==> config.mk <==
export PLATFORM = sky130hd
export DESIGN_NAME = program_loader
export DESIGN_NICKNAME = d
export VERILOG_FILES = /design/src/rtl/program_loader.sv
export SDC_FILE = /design/constraint.sdc
export NUM_CORES = 1
export LEC_CHECK = 0
export CAP_MARGIN = 30
export CORE_UTILIZATION = 48
export DETAILED_ROUTE_END_ITERATION = 7
export PLACE_DENSITY_LB_ADDON = 0.3
export SYNTH_ARGS = -nofsm -noshare
export SYNTH_HDL_FRONTEND = slang
export SYNTH_SLANG_ARGS = --single-unit
==> constraint.sdc <==
create_clock -name clk -period 2.4 [get_ports clk]
set_input_delay 0.36 -clock clk [delete_from_list [all_inputs] [get_ports clk]]
set_output_delay 0.36 -clock clk [all_outputs]
set_load 0.005 [all_outputs]
==> src/rtl/program_loader.sv <==
`default_nettype none
// ============================================================================
//  Module   : program_loader
//  Purpose  : Boot-time loader placed directly upstream of the CPU. It takes
//             a byte stream over a valid/ready handshake and assembles 32-bit
//             little-endian instruction words. Each word is written into
//             instruction memory, and the XOR checksum of the payload is
//             verified. Only then is the CPU released from reset through
//             start.
//
//             Stream format:
//               LEN_LO, LEN_HI   16-bit word count N, little-endian
//               4*N bytes        payload, each word LSB first
//               CSUM             XOR of all payload bytes
//
//  Ports    : clk         in   1   system clock, rising edge
//             rst         in   1   synchronous active-high reset
//             load_en     in   1   begin-load request (sampled in IDLE/ERR)
//             byte_valid  in   1   byte_data holds a valid byte
//             byte_data   in   8   stream byte
//             byte_ready  out  1   loader accepts a byte this cycle
//             mem_we      out  1   instruction-memory write strobe
//             mem_addr    out  32  byte address of the word being written
//             mem_wdata   out  32  assembled instruction word
//             start       out  1   CPU run enable (0 holds CPU in reset)
//             done        out  1   image loaded and checksum valid
//             error       out  1   length or checksum failure
//             word_count  out  16  words written in the current load
//
//  Revision : 1.0  initial release
// ============================================================================
module program_loader #(
    parameter int          MAX_WORDS = 256,
    parameter logic [31:0] BASE_ADDR = 32'h0
) (
    input  logic        clk,
    input  logic        rst,
    input  logic        load_en,
    input  logic        byte_valid,
    input  logic [7:0]  byte_data,
    output logic        byte_ready,
    output logic        mem_we,
    output logic [31:0] mem_addr,
    output logic [31:0] mem_wdata,
    output logic        start,
    output logic        done,
    output logic        error,
    output logic [15:0] word_count
);

    localparam logic [2:0] c_st_idle = 3'd0;
    localparam logic [2:0] c_st_len0 = 3'd1;
    localparam logic [2:0] c_st_len1 = 3'd2;
    localparam logic [2:0] c_st_data = 3'd3;
    localparam logic [2:0] c_st_csum = 3'd4;
    localparam logic [2:0] c_st_run  = 3'd5;
    localparam logic [2:0] c_st_err  = 3'd6;

    // One extra bit so a length of 0xFFFF compares correctly against any
    // MAX_WORDS up to 65535.
    localparam logic [16:0] c_max_words = 17'(MAX_WORDS);

    logic [2:0]  r_state;
    logic [2:0]  w_next_state;

    logic [15:0] r_len;
    logic [7:0]  r_acc;
    logic [1:0]  r_idx;
    logic [23:0] r_buf;
    logic        r_mem_we;
    logic [31:0] r_mem_addr;
    logic [31:0] r_mem_wdata;
    logic [15:0] r_word_count;
    logic        r_start;
    logic        r_error;

    logic        w_byte_ready;
    logic        w_accept;
    logic        w_load_req;
    logic [15:0] w_len_full;
    logic        w_oversize;
    logic        w_last_word;

    assign w_byte_ready = (r_state == c_st_len0) || (r_state == c_st_len1) ||
                          (r_state == c_st_data) || (r_state == c_st_csum);
    assign w_accept     = byte_valid && w_byte_ready;
    assign w_load_req   = load_en && ((r_state == c_st_idle) || (r_state == c_st_err));

    // Length as it stands once the high byte currently on the bus lands.
    assign w_len_full   = {byte_data, r_len[7:0]};
    assign w_oversize   = {1'b0, w_len_full} > c_max_words;

    // word_count still holds the number of words written before the word
    // now completing, so this word is the last when count+1 reaches N.
    assign w_last_word  = (r_word_count + 16'd1) == r_len;

    // ------------------------------------------------------------------
    // State register
    // ------------------------------------------------------------------
    always_ff @(posedge clk) begin
        if (rst) begin
            r_state <= c_st_idle;
        end else begin
            r_state <= w_next_state;
        end
    end

    // ------------------------------------------------------------------
    // Next-state logic
    // ------------------------------------------------------------------
    always_comb begin
        w_next_state = r_state;
        case (r_state)
            c_st_idle: begin
                if (load_en) w_next_state = c_st_len0;
            end
            c_st_len0: begin
                if (w_accept) w_next_state = c_st_len1;
            end
            c_st_len1: begin
                if (w_accept) begin
                    if (w_oversize)              w_next_state = c_st_err;
                    else if (w_len_full == 16'd0) w_next_state = c_st_csum;
                    else                          w_next_state = c_st_data;
                end
            end
            c_st_data: begin
                if (w_accept && (r_idx == 2'd3) && w_last_word) w_next_state = c_st_csum;
            end
            c_st_csum: begin
                if (w_accept) begin
                    w_next_state = (byte_data == r_acc) ? c_st_run : c_st_err;
                end
            end
            c_st_run: begin
                w_next_state = c_st_run;   // sticky until rst
            end
            c_st_err: begin
                if (load_en) w_next_state = c_st_len0;
            end
            default: begin
                w_next_state = c_st_idle;
            end
        endcase
    end

    // ------------------------------------------------------------------
    // Datapath: length capture, word assembly, checksum, memory write
    // ------------------------------------------------------------------
    always_ff @(posedge clk) begin
        if (rst) begin
            r_len        <= 16'd0;
            r_acc        <= 8'd0;
            r_idx        <= 2'd0;
            r_buf        <= 24'd0;
            r_mem_we     <= 1'b0;
            r_mem_addr   <= 32'd0;
            r_mem_wdata  <= 32'd0;
            r_word_count <= 16'd0;
            r_start      <= 1'b0;
            r_error      <= 1'b0;
        end else begin
            r_mem_we <= 1'b0;
            // Flags follow the state being entered, so they are valid in
            // the first cycle of RUN/ERR and drop as soon as ERR is left.
            r_start  <= (w_next_state == c_st_run);
            r_error  <= (w_next_state == c_st_err);

            if (w_load_req) begin
                r_len        <= 16'd0;
                r_acc        <= 8'd0;
                r_idx        <= 2'd0;
                r_word_count <= 16'd0;
            end

            if (w_accept) begin
                case (r_state)
                    c_st_len0: r_len[7:0]  <= byte_data;
                    c_st_len1: r_len[15:8] <= byte_data;
                    c_st_data: begin
                        r_acc <= r_acc ^ byte_data;
                        r_idx <= r_idx + 2'd1;
                        case (r_idx)
                            2'd0: r_buf[7:0]   <= byte_data;
                            2'd1: r_buf[15:8]  <= byte_data;
                            2'd2: r_buf[23:16] <= byte_data;
                            default: begin
                                // Fourth byte: issue the write in the next
                                // cycle, overlapping the next word's first byte.
                                r_mem_we     <= 1'b1;
                                r_mem_wdata  <= {byte_data, r_buf};
                                r_mem_addr   <= BASE_ADDR + {14'd0, r_word_count, 2'b00};
                                r_word_count <= r_word_count + 16'd1;
                            end
                        endcase
                    end
                    default: begin
                    end
                endcase
            end
        end
    end

    assign byte_ready = w_byte_ready;
    assign mem_we     = r_mem_we;
    assign mem_addr   = r_mem_addr;
    assign mem_wdata  = r_mem_wdata;
    assign start      = r_start;
    assign done       = r_start;
    assign error      = r_error;
    assign word_count = r_word_count;

endmodule
`default_nettype wire

Yosys cells after proc, flatten, opt, wreduce, memory -nomap -nowiden
Cells that the tools add are included.
{ "classes": {"add_sub_neg": 2, "order_cmp": 1, "reduce_logical": 18, "n_mux": 24, "n_eq_ne": 13, "bitwise": 4} }
{ "op_table": {"columns": ["operator", "n"], "rows": [
  ["2-to-1 mux 16 bit", 6],
  ["2-to-1 mux 8 bit", 5],
  ["2-to-1 mux 3 bit", 7],
  ["one-hot mux 3 bit (6 select lines)", 1],
  ["adder 16 x 1 -> 16 bit (second input constant)", 1],
  ["== test 16 bit", 1],
  ["> comparator 16 x 9 -> 1 bit (second input constant)", 1],
  ["zero test 16 bit", 1],
  ["== test 3 bit (second input constant)", 5],
  ["AND reduction 3 bit", 4],
  ["== test 8 bit", 1],
  ["2-to-1 mux 2 bit", 4],
  ["XOR 8 bit", 1],
  ["== test 3 x 2 -> 1 bit (second input constant)", 2],
  ["OR reduction 3 bit", 2],
  ["== test 2 bit (second input constant)", 2],
  ["logical AND 1 bit", 4],
  ["logical OR 1 bit", 4],
  ["== test 3 x 1 -> 1 bit (second input constant)", 1],
  ["zero test 3 bit", 1],
  ["NOT 1 bit", 3],
  ["adder 2 x 1 -> 2 bit (second input constant)", 1],
  ["== test 2 x 1 -> 1 bit (second input constant)", 1],
  ["zero test 2 bit", 1],
  ["2 further kinds", 2]
]} }
{ "totals": {"wordCells": 75, "in_bits": 12, "reg_bits": 120} }

Depth between registers and ports, before layout
{ "logic_depth": {"word_depth": 10, "mapped_depth": 11} }

Worst setup path after synthesis
OpenSTA, ideal clock, no wires.
{ "synth_path": {"path_kind": "reg-to-reg", "startpoint": "register r_word_count[0], in the netlist word_count[0]", "endpoint": "register r_start, in the netlist done", "arrival_ns": 2.236, "slack_ns": 0.098, "required_ns": 2.333, "path_buffers": 0, "setup_time_ns": 0.067, "stages_incl_launch_ff": 9, "path_cell_list": "dfxtp_1 -> ha_1 -> nand4_1 -> or4_1 -> xnor2_1 -> nor3_1 -> nand4_1 -> or3_1 -> a21oi_2"} }
{ "synth_via": {"elab_chain_cells": 6} }
{ "synth_rtl": {"columns": ["element", "line_no", "text"], "rows": [
  ["start: declaration", "73", "logic [15:0] r_word_count;"],
  ["start signal: assignment", "193", "r_word_count <= r_word_count + 16'd1;"],
  ["adder 16 x 1 -> 16 bit", "95", "assign w_last_word = (r_word_count + 16'd1) == r_len;"],
  ["== test 16 bit", "95", null],
  ["logical AND 1 bit", "128", "if (w_accept && (r_idx == 2'd3) && w_last_word) w_next_state = c_st_csum;"],
  ["2-to-1 mux 3 bit", "128", null],
  ["one-hot mux 3 bit (6 select lines)", "113", "case (r_state)"],
  ["== test 3 bit", "166", "r_start <= (w_next_state == c_st_run);"],
  ["end signal: assignment", "166", null],
  ["end: declaration", "74", "logic r_start;"]
]} }
Every way passes these cells.
A chain may end at the register's enable or synchronous reset.

Final worst setup path
{ "layout_path": {"startpoint": "register r_word_count[3], in the netlist word_count[3]", "endpoint": "register r_start, in the netlist done"} }
Same word-level chain as after synthesis.

==> results.md <==
- Die area: 11,900 µm²
- First-pass GRT wire length: 23,700 µm
- Synthesized area: 5520 µm²
- Final TNS setup: 0 ps
- CP startpoint kind: flip-flop
- Post-synth ARST share: 0%
- Setup violators final: 0
- Final Cycle Share: 97.2%
- Htree depth: 4
- NetSw: 0.00121 W
- Slew HR: 51.2%
- Total power: 0.00507 W
- Multi-input gate area: 2760 µm²
- WL per Instance: 15.2 µm
- Cell taking the most area after synthesis: dfxtp_1
- Area share of the largest cell type after synthesis: 43.5%
- Post-layout nets: 833
- Worst skew pair latency: 410 ps
- Critical path class: reg2reg
- Power density over the cells: 703 nW/µm²
- Syn_area_per_cell: 7.62 µm²
- Final WS setup: 68.1 ps
- EDFF count, synth: 0
- Register area share after synthesis: 43.5%
- Die Span Y: 109 µm
- Max-Cap Viols: 0
- Dpl hpwl: 9890 µm
- Avg Vias per Cell: 5.55
- WHS: 452 ps
- Logic pwr share: 7.5%
- Status: complete, no violations
- # fillers: 917
- Area Overhead vs Synth: 30.6%
- Hold WC Path Type: reg2reg
- CTS tree: done
- Initial cell density of the core: 50.1%
- Flops & latches, synth: 120
- Worst-margin pin slew: 732 ps
- Synth Instances: 725
- Area contributors post-synth: dfxtp_1 44%, nand2_1 11%, a21oi_1 10%, nand3_1 4.4%, clkbuf_1 3.1%
- GRT overflow: 0
- Post-route DRC violation count: 0
- DRT Pass-1 Iters: 5
- Sw frac: 23.9%
- Starting DRC count in detailed routing: 452
- Leakage: 2.58 nW
- Die Wd: 109 µm
- Inserted Clock Buffers: 17
- Clock sink count: 120
- Endpoint class of the critical path: flip-flop
- Io pins: 97
- Routed via count: 5,375
- Antenna viol nets, final: 0
- Most used DFF post-synth: dfxtp_1
- Part of the power in registers: 40.1%
- Clock Path Buffers: 2
- CP required: 2740 ps
- Pin count of the biggest net entering global routing: 69
- Share of cells above drive strength 1: 12.2%
- Synth Warn #: 0
- Core Region: 11,000 µm²
- P_int: 0.00385 W
- Max VDD drop: 361 µV
- Arrival time worst endpoint: 2680 ps
- Achievable Freq: 429 MHz
- Max-slew violation count: 0
- Worst-path clk slew: 60 ps
- GPL Wtd Cong: 0.921
- Diode count: 0
- CP Max Fanout: 5
- Final hold vios: 0
- Setup WS pre-CTS: -93.9 ps
- Antenna violations before repair: 0
- Buffers on Ports: 80
- Netlist cell types: 50
- Overall routing resource usage: 25.6%
- Row count: 38
- Root Driver: clkbuf_16
- Flip-flop and latch area: 2400 µm²
- Worst clock skew: 8.01 ps
- Fin crit period: 2330 ps
- Clk pwr share: 52.4%
- Number of global-route vias before repair: 4,921
- WL final: 14,700 µm
per-stage QoR:
stage / cells / utilization, % / cell area (µm²)
6_report: 968 / 65.4 / 7210
5_1_grt: 968 / 65.4 / 7210
4_1_cts: 966 / 65.1 / 7180
3_5_place_dp: 934 / 59.4 / 6560
3_3_place_gp: 934 / 59.4 / 6560
2_1_floorplan: 740 / - / 5580
cell usage in the layout, fill, tap and decap left out, drive strengths merged, types with 6 or more instances in the layout:
cell,synthesis,layout
o21ai,26,26
dfxtp,120,120
nand3,50,50
xor2,8,8
nand2,169,169
nor2,33,33
buf,32,54
and3,6,6
nor3,10,10
nor4,8,8
ha,6,6
conb,1,16
clkbuf,45,19
nand4,8,8
xnor2,17,17
a21oi,113,113
clkdlybuf4s50,0,79
inv,13,15
a22oi,6,6
nor2b,14,14
power groups by stage:
stage               Clock (W)  Sequential (W)  Combinational [W]
floorplan                   0         0.00207           0.000257
global placement            0         0.00208           0.000367
detailed placement          0         0.00208           0.000371
CTS                   0.00268         0.00203           0.000374
global route          0.00278         0.00204           0.000414
finish                0.00265         0.00203           0.000379
area by class of cell:
type,instances,share of cell area (%)
well taps,140,2.43
multi-input cells,530,38.3
clock buffers,19,6.28
repair buffers,133,16.6
clock inverters,13,2.36
inverters,13,0.677
flip-flops and latches,120,33.4
kinds of logic after synthesis:
logic type                 count (synthesis)  synth area share [%]
AOI/OAI and AO/OA                        165                  16.3
buffers and inverters                     90                  7.77
other                                      1                0.0679
muxes                                      3                 0.589
and+or+nand+nor                          315                  26.5
DFF                                      120                  43.5
xor gates and xnor gates                  25                  3.97
adders and majority gates                  6                  1.36
synthesized netlist by cell type (2+ instances only):
cell type,n
a2111oi_0,2
a21oi_1,112
a22oi_1,6
a311oi_1,2
a31oi_1,5
and3_1,6
buf_2,10
buf_4,21
clkbuf_1,45
dfxtp_1,120
ha_1,6
inv_1,13
mux2_2,2
nand2_1,169
nand3_1,49
nand4_1,6
nand4b_1,2
nor2_1,33
nor2b_1,14
nor3_1,10
nor3b_1,2
nor4_1,6
o21a_1,2
o21ai_0,22
o21ai_1,4
o22ai_1,2
or3_1,5
or4_1,4
xnor2_1,17
xor2_1,8
timing repair:
| item | in CTS | in global routing |
|---|---|---|
| endpoints found under the setup margin | 0 | 2 |
| gates resized for setup | 0 | 5 |
| setup buffers | 0 | 2 |
| hold buffers | 0 | 0 |
flip-flops by register name, summed over array words and instances (netlist names):
signal,flops
r_buf,24
word_count,16
r_len,16
r_idx,2
r_acc,8
mem_wdata,32
error,1
done,1
r_state,3
mem_we,1
mem_addr,16
final timing paths:
kind              cells past startpoint          start             to  slack [ps]
setup / recovery                      7  word_count[3]           done          70
hold / removal                        2  mem_wdata[28]  mem_wdata[28]         450
setup reg to reg                      7  word_count[3]           done          70
hold reg to reg                       2  mem_wdata[28]  mem_wdata[28]         450
worst max-delay path, cell delays in order (launching register included):
cell and delay (ps):
dfxtp_1 460, nand2_2 160, o21a_1 230, or4_1 510, a21oi_1 160, nand4_1 210
or3_4 400, a21oi_2 140
routing by layer:
metal	up-vias	GRT usage [%]	wire [µm]
li1	2606	-	-
met1	2578	33.0	6530
met2	169	42.1	7160
met3	22	5.26	832
met4	0	9.71	210
met5	-	0	0
No activity file was read; power rests on OpenSTA's default activity.
